### src/rtl/instruction_timing_sequencer_if.sv
// Bus bundle between the instruction timing sequencer and its surroundings.
// The slave side is the sequencer. The master side drives the fetch/interrupt
// inputs and observes the opcode and timing outputs.
interface instruction_timing_sequencer_if;
  logic       ready;
  logic [7:0] dataBusIn;
  logic       endOfInstruction;
  logic       nmiN;
  logic       irqN;
  logic       interruptMask;
  logic [7:0] instructionReg;
  logic [2:0] timingState;
  logic       sync;
  logic       interruptActive;
  logic [1:0] vectorSelect;
  logic       sequenceError;

  modport master (
    output ready, dataBusIn, endOfInstruction, nmiN, irqN, interruptMask,
    input  instructionReg, timingState, sync, interruptActive, vectorSelect,
           sequenceError
  );

  modport slave (
    input  ready, dataBusIn, endOfInstruction, nmiN, irqN, interruptMask,
    output instructionReg, timingState, sync, interruptActive, vectorSelect,
           sequenceError
  );
endinterface

### src/rtl/instruction_timing_sequencer.sv
// Instruction timing sequencer: latches the fetched opcode, counts the
// instruction's T-states and folds reset, NMI and IRQ into a forced BRK.
// The opcode and T-count feed decode; vectorSelect feeds interrupt address
// generation.
module instruction_timing_sequencer #(
  parameter int         MAX_T         = 7,
  parameter logic [7:0] FORCED_OPCODE = 8'h00
) (
  input logic clk,
  input logic nrst,
  instruction_timing_sequencer_if.slave bus
);

  typedef enum logic [1:0] {
    VEC_NONE  = 2'b00,
    VEC_NMI   = 2'b01,
    VEC_RESET = 2'b10,
    VEC_IRQ   = 2'b11
  } vector_t;

  localparam logic [2:0] MAX_T3 = 3'(MAX_T);

  logic [7:0] instrQ, instrD;
  logic [2:0] tsQ, tsD;
  logic       activeQ, activeD;
  vector_t    vecQ, vecD;
  logic       errQ, errD;
  logic       nmiPrev;
  logic       nmiPending, nmiPendingD;
  logic       nmiEdge;
  logic       nmiTaken;

  // Next-state decode: fetch arbitration at T0, counting/saturation afterwards.
  // A stall holds everything; only the NMI edge detector keeps running.
  always_comb begin
    instrD   = instrQ;
    tsD      = tsQ;
    activeD  = activeQ;
    vecD     = vecQ;
    errD     = errQ;
    nmiTaken = 1'b0;
    nmiEdge  = nmiPrev & ~bus.nmiN;

    if (bus.ready) begin
      if (tsQ == 3'd0) begin
        tsD = 3'd1;
        if (nmiPending) begin
          instrD   = FORCED_OPCODE;
          vecD     = VEC_NMI;
          activeD  = 1'b1;
          nmiTaken = 1'b1;
        end else if (!bus.irqN && !bus.interruptMask) begin
          instrD  = FORCED_OPCODE;
          vecD    = VEC_IRQ;
          activeD = 1'b1;
        end else begin
          instrD  = bus.dataBusIn;
          vecD    = VEC_NONE;
          activeD = 1'b0;
        end
      end else if (bus.endOfInstruction) begin
        tsD = 3'd0;
      end else if (tsQ < MAX_T3) begin
        tsD = tsQ + 3'd1;
      end else begin
        errD = 1'b1;
      end
    end

    // A fresh falling edge on the very cycle the request is consumed must
    // survive, so the edge term is ORed in after the clear.
    nmiPendingD = nmiEdge | (nmiPending & ~nmiTaken);
  end

  // State register; reset forces the BRK sequence to start at T1 via RESET.
  always_ff @(posedge clk or negedge nrst) begin
    if (!nrst) begin
      instrQ     <= FORCED_OPCODE;
      tsQ        <= 3'd1;
      activeQ    <= 1'b1;
      vecQ       <= VEC_RESET;
      errQ       <= 1'b0;
      nmiPrev    <= 1'b1;
      nmiPending <= 1'b0;
    end else begin
      instrQ     <= instrD;
      tsQ        <= tsD;
      activeQ    <= activeD;
      vecQ       <= vecD;
      errQ       <= errD;
      nmiPrev    <= bus.nmiN;
      nmiPending <= nmiPendingD;
    end
  end

  assign bus.instructionReg  = instrQ;
  assign bus.timingState     = tsQ;
  assign bus.sync            = (tsQ == 3'd0);
  assign bus.interruptActive = activeQ;
  assign bus.vectorSelect    = vecQ;
  assign bus.sequenceError   = errQ;

endmodule

### src/flat_wrapper.sv
// flat-port wrapper written by rule: the top's interface ports become plain ports
module instruction_timing_sequencer_flat 
#(
  parameter int         MAX_T         = 7,
  parameter logic [7:0] FORCED_OPCODE = 8'h00
)
  (clk, nrst, bus_ready, bus_dataBusIn, bus_endOfInstruction, bus_nmiN, bus_irqN, bus_interruptMask, bus_instructionReg, bus_timingState, bus_sync, bus_interruptActive, bus_vectorSelect, bus_sequenceError);
  instruction_timing_sequencer_if bus_i ();
  input logic clk;
  input logic nrst;
  input wire logic [$bits(bus_i.ready)-1:0] bus_ready;
  input wire logic [$bits(bus_i.dataBusIn)-1:0] bus_dataBusIn;
  input wire logic [$bits(bus_i.endOfInstruction)-1:0] bus_endOfInstruction;
  input wire logic [$bits(bus_i.nmiN)-1:0] bus_nmiN;
  input wire logic [$bits(bus_i.irqN)-1:0] bus_irqN;
  input wire logic [$bits(bus_i.interruptMask)-1:0] bus_interruptMask;
  output wire logic [$bits(bus_i.instructionReg)-1:0] bus_instructionReg;
  output wire logic [$bits(bus_i.timingState)-1:0] bus_timingState;
  output wire logic [$bits(bus_i.sync)-1:0] bus_sync;
  output wire logic [$bits(bus_i.interruptActive)-1:0] bus_interruptActive;
  output wire logic [$bits(bus_i.vectorSelect)-1:0] bus_vectorSelect;
  output wire logic [$bits(bus_i.sequenceError)-1:0] bus_sequenceError;
  assign bus_i.ready = bus_ready;
  assign bus_i.dataBusIn = bus_dataBusIn;
  assign bus_i.endOfInstruction = bus_endOfInstruction;
  assign bus_i.nmiN = bus_nmiN;
  assign bus_i.irqN = bus_irqN;
  assign bus_i.interruptMask = bus_interruptMask;
  assign bus_instructionReg = bus_i.instructionReg;
  assign bus_timingState = bus_i.timingState;
  assign bus_sync = bus_i.sync;
  assign bus_interruptActive = bus_i.interruptActive;
  assign bus_vectorSelect = bus_i.vectorSelect;
  assign bus_sequenceError = bus_i.sequenceError;
  instruction_timing_sequencer #(.MAX_T(MAX_T), .FORCED_OPCODE(FORCED_OPCODE)) u_core (.clk(clk), .nrst(nrst), .bus(bus_i));
endmodule
### config.mk
export PLATFORM = sky130hd
export DESIGN_NAME = instruction_timing_sequencer_flat
export DESIGN_NICKNAME = d
export VERILOG_FILES = /design/src/rtl/instruction_timing_sequencer_if.sv /design/src/rtl/instruction_timing_sequencer.sv /design/src/flat_wrapper.sv
export SDC_FILE = /design/constraint.sdc
export NUM_CORES = 1
export LEC_CHECK = 0
export CAP_MARGIN = 10
export CORE_MARGIN = 10
export CORE_UTILIZATION = 36
export CTS_CLUSTER_SIZE = 16
export DETAILED_ROUTE_END_ITERATION = 12
export HOLD_SLACK_MARGIN = 0.02
export PLACE_DENSITY_LB_ADDON = 0.15
export SLEW_MARGIN = 20
export SYNTH_ARGS = -nofsm -noshare
export SYNTH_HDL_FRONTEND = slang
export SYNTH_SLANG_ARGS = --single-unit
### constraint.sdc
create_clock -name clk -period 1.4 [get_ports clk]
set_input_delay 0.28 -clock clk [delete_from_list [all_inputs] [get_ports clk]]
set_output_delay 0.28 -clock clk [all_outputs]
set_load 0.05 [all_outputs]
### Yosys cells after proc, flatten, opt, wreduce, memory -nomap -nowiden

Index checks and enable logic that the tools add are counted.

| word-level totals | value |
|---|---|
| ROM bits | 0 |
| bits of input ports | 15 |
| RAM bits | 0 |
| register bits after elaboration | 17 |
| bits in latches | 0 |
| memories | 0 |
| word-level logic and storage cells | 37 |
| output and inout port bits | 16 |

| cells by class | value |
|---|---|
| $mul | 0 |
| reductions and logical operators | 8 |
| mux-type cells | 12 |
| divide/modulo/power cells | 0 |
| equal/unequal tests | 0 |
| add/sub/neg operators | 1 |
| bitwise gates (word level) | 8 |
| shifts and indexed selects | 0 |
| magnitude comparators | 1 |

Operators by type and width:

| kind | count |
|---|---|
| 2-to-1 mux 8 bit | 2 |
| 2-to-1 mux 3 bit | 3 |
| 2-to-1 mux 1 bit | 5 |
| inverter 1 bit | 5 |
| 2-to-1 mux 2 bit | 2 |
| AND reduction 2 bit | 2 |
| AND reduction 4 bit | 1 |
| adder 3 x 1 -> 3 bit, second input constant | 1 |
| zero test 3 bit | 1 |
| less-than comparator 3 bit, second input constant | 1 |
| nonzero test 3 bit | 1 |
| AND 1 bit | 2 |
| zero test 1 bit | 2 |
| logical AND 1 bit | 1 |
| bitwise OR 1 bit | 1 |

### Depth between registers and ports, before layout

| depth | value |
|---|---|
| word-level depth | 6 |
| mapped depth | 6 |
| mapped depth without buffers | 5 |

### Least setup slack after synthesis

No wires, ideal clock.

| path | value |
|---|---|
| path type | reg-to-reg |
| from | register u_core.tsQ[1] (netlist: u_core.bus.timingState[1]) |
| to | register u_core.tsQ[1] (netlist: u_core.bus.timingState[1]) |
| data arrival time | 1.928 ns |
| required time | 1.267 ns |
| stages on the path, launching flop included | 6 |
| clock period less this slack | 2.061 ns |
| library setup time | 0.133 ns |
| setup slack | -0.661 ns |
| path buffers | 0 |
| cells stage by stage | dfrtp_1 inv_1 ha_1 nor2b_1 or4b_1 o211ai_1 |

| between the ends | value |
|---|---|
| elaborated cells on any way between the ends | 8 |
| those cells by class | 1 x add/sub; 1 x order compare; 3 x mux; 3 x reduce/logical |

RTL lines:

| item | line | text |
|---|---|---|
| start: declaration | instruction_timing_sequencer.sv:24 | `logic [2:0] tsQ, tsD;` |
| start signal: assignment | instruction_timing_sequencer.sv:87 | `tsQ <= tsD;` |
| zero test 3 bit (*) | - |  |
| net bus_sync | flat_wrapper.sv:19 | `output wire logic [$bits(bus_i.sync)-1:0] bus_sync;` |
| nonzero test 3 bit (no source line) | - |  |
| AND reduction 2 bit (no source line) | - |  |

Mark *: on every way through the listed nets, which the timed path passes. The rest lies on a longest branch. The select of a mux whose other input is x is not followed.
A chain may end at the register's enable or synchronous reset.

### Worst setup path in the final report

| path | value |
|---|---|
| from | register u_core.tsQ[0] (netlist: u_core.bus.timingState[0]) |
| to | output port bus_sync |

| between the ends | value |
|---|---|
| cells in the longest elaborated chain, start to end | 1 |

Ends and longest elaborated chain:

| item | line | text |
|---|---|---|
| zero test 3 bit | instruction_timing_sequencer.sv:98 | `assign bus.sync = (tsQ == 3'd0);` |
| end: declaration | flat_wrapper.sv:19 |  |

No other way between the ends.

==> out/results.ini <==
[run_status]
outcome=finished, violations left
failed_checks=setup timing

[job]
cap_violations=0

[power]
p_sw_mw=1.61
ir_drop_v=0.00157
powerDensity_nw_per_um2=2220
sw_frac_of_total_pct=44.0
total_power_mw=3.65
p_leak_nw=0.751
p_seq_share_pct=25.7
combPwrFrac_pct=67.0
clock_power_share_pct=7.3
internal-power_mw=2.05

[setup_path]
rrSetupSlack_ns=-0.32
crit_type=reg -> out
cp.arrival_ns=1.51
worstReg2RegEnd=u_core.bus.timingState[1]
rr_worst_depth=6
cp-end-kind=output pin
reg2reg_from=u_core.bus.timingState[0]
cp_max_fo=2
critPathLaunchType=flop
critPathRequiredTime_ns=1.12

[layout]
num_antenna_cells=0
area_growth_pct=123
fin_area_um2=1640
drive_gt1_share_pct=58.9
fin_nets=142

[sta]
finalHoldWorstSlack_ns=0.299
hold_viol=0
rsz0062_at_grt=true
min_period_over_period_pct=128
worst_pin_slew_ns=0.239
setup-tns-final_ns=-4.27
relSlewSlack_pct=84.0
slew_violations=0
timing.fmax_mhz=560
fin_worst_skew_ns=0.00781
setup_violations=17
finalWorstSetupSlack_ns=-0.385
fin_crit_ns=1.79

[logic_synthesis]
syn_inst=74
synth-async-reset-ratio_pct=100
synth_fp_nets=91
yosysMostFrequentCell=nand2_1
synth_edf_count=0
synth_area_um2=736
synthDistinctLibCells=23
synth_warnings=0
ys.flop_type=dfrtp_1
yosys-top-cells-count=nand2_1 (18), dfrtp_1 (13), o21ai_0 (11)
syn_avg_cell_area_um2=9.94
synth_top_cell_by_area=dfrtp_1
yosysTopAreaCellShare_pct=44.2
ys_ff_latch=17
synth_area_leaders=dfrtp_1 (44%), dfstp_2 (14%), nand2_1 (9.2%)
yosysSeqAreaShare_pct=58.5

[placed_design]
pre_cts_slack_ns=-0.221
io_buffers=30
placed_cell_area_um2=1340
globalplace.congestion=0.717
post-dp-hpwl_um=1660

[route]
wirelength_um=2770
final_antenna_net_count=0
drt_drc_violations_left=0
vias=720
drt-initial-drc-count=18
drt-vias-per-instance=4.77
wl_per_cell_um=18.3
drt_pass1_iterations=4

[floorplanning]
die-area_um2=4250
core_area_um2=1960
die_y_um=65.2
fp.dieW_um=65.2
io_pins=31
initial_core_util_pct=37.5
rows=16

[global_route]
grt_pass1_vias=841
overflow=0
grt_max_degree=18
grt_pass1_wl_um=4270
track_usage_pct=12.8
antenna_found_initial=0

[clock_network]
cts_max_level=1
cts_hold_buf=0
cts_root_buffer=clkbuf_4
cts_tree=done
clk_path_buf_depth=2
clk_pin_slew_ns=0.11
cts_buffers=3
insertion_delay_ns=0.29
cts.sinks=17

[hold_path]
hp-class=in -> async

==> registers in the layout, summed over array words and instances (netlist names) <==
signal                      flops
u_core.nmiPrev                  1
u_core.bus.interruptActive      1
u_core.bus.sequenceError        1
u_core.bus.vectorSelect         2
u_core.bus.timingState          3
u_core.bus.instructionReg       8
u_core.nmiPending               1
==> worst max-delay path by stage <==
| stage | start | to | slack, ns | depth (start not counted) |
|---|---|---|---|---|
| floorplan | u_core.bus.timingState[0] | u_core.bus.timingState[1] | -0.40 | 5 |
| global placement | u_core.bus.timingState[0] | u_core.bus.timingState[1] | -0.18 | 5 |
| detailed placement | u_core.bus.timingState[0] | u_core.bus.timingState[1] | -0.22 | 5 |
| CTS | u_core.bus.timingState[0] | bus_sync | -0.37 | 5 |
| global route | u_core.bus.timingState[0] | bus_sync | -0.44 | 5 |
| finish | u_core.bus.timingState[0] | bus_sync | -0.39 | 5 |
==> critical path, cell delays in order, from the launching register on <==
cell and delay [ns]:
dfstp_4 0.64, inv_4 0.04, ha_4 0.15, nor2b_4 0.13, buf_6 0.12, buf_8 0.14
==> kinds of logic after synthesis <==
group / after synthesis / synth area share, %
fa+ha+maj: 2 / 3.40
buf+inv: 9 / 4.93
flops: 17 / 58.5
compound gates: 20 / 16.5
simple gates: 26 / 16.7
==> per-stage QoR <==
stage          instances  utilization, %
3_3_place_gp         139            68.2
5_1_grt              151            83.8
4_1_cts              152            80.0
2_1_floorplan         74               -
6_report             151            83.8
3_5_place_dp         139            68.2
==> area by class of cell <==
class | instances | area [um^2]
fillers | 110 | 318
clock inverters | 1 | 5.00
well taps | 27 | 33.8
multi-input cells | 48 | 424
repair buffers | 49 | 698
inverters | 6 | 25.0
flip-flops and latches | 17 | 435
clock buffers | 3 | 22.5
==> layout by cell type, fill, tap and decap left out, drive strengths merged, types with 2 or more instances in the layout <==
| master | count |
|---|---|
| buf | 35 |
| nand2 | 18 |
| clkdlybuf4s50 | 14 |
| dfrtp | 13 |
| o21ai | 11 |
| inv | 6 |
| dfstp | 4 |
| clkbuf | 3 |
| nor2b | 2 |
| a21oi | 2 |
| o211ai | 2 |
| ha | 2 |
==> power by group through the flow <==
stage | Sequential (mW) | Clock (mW) | Combinational (mW)
floorplan | 1.36 | 0 | 0.393
global placement | 0.867 | 0 | 1.88
detailed placement | 0.878 | 0 | 1.93
CTS | 0.881 | 0.271 | 2.33
global route | 0.961 | 0.305 | 2.55
finish | 0.939 | 0.266 | 2.45
==> timing repair <==
item	in CTS	in global routing
cloned	3	0
pin swaps	1	1
setup endpoints to repair	17	17
buffers inserted	6	0
gates resized for setup	27	20
==> per-layer routing <==
layer	track usage (%)	vias up	share of wire, %
li1	-	356	-
met1	13.6	345	40
met2	24.3	17	56
met3	3.73	2	3.8
met4	2.41	0	0.25
met5	0	-	0
No activity file was read; power rests on OpenSTA's default activity.
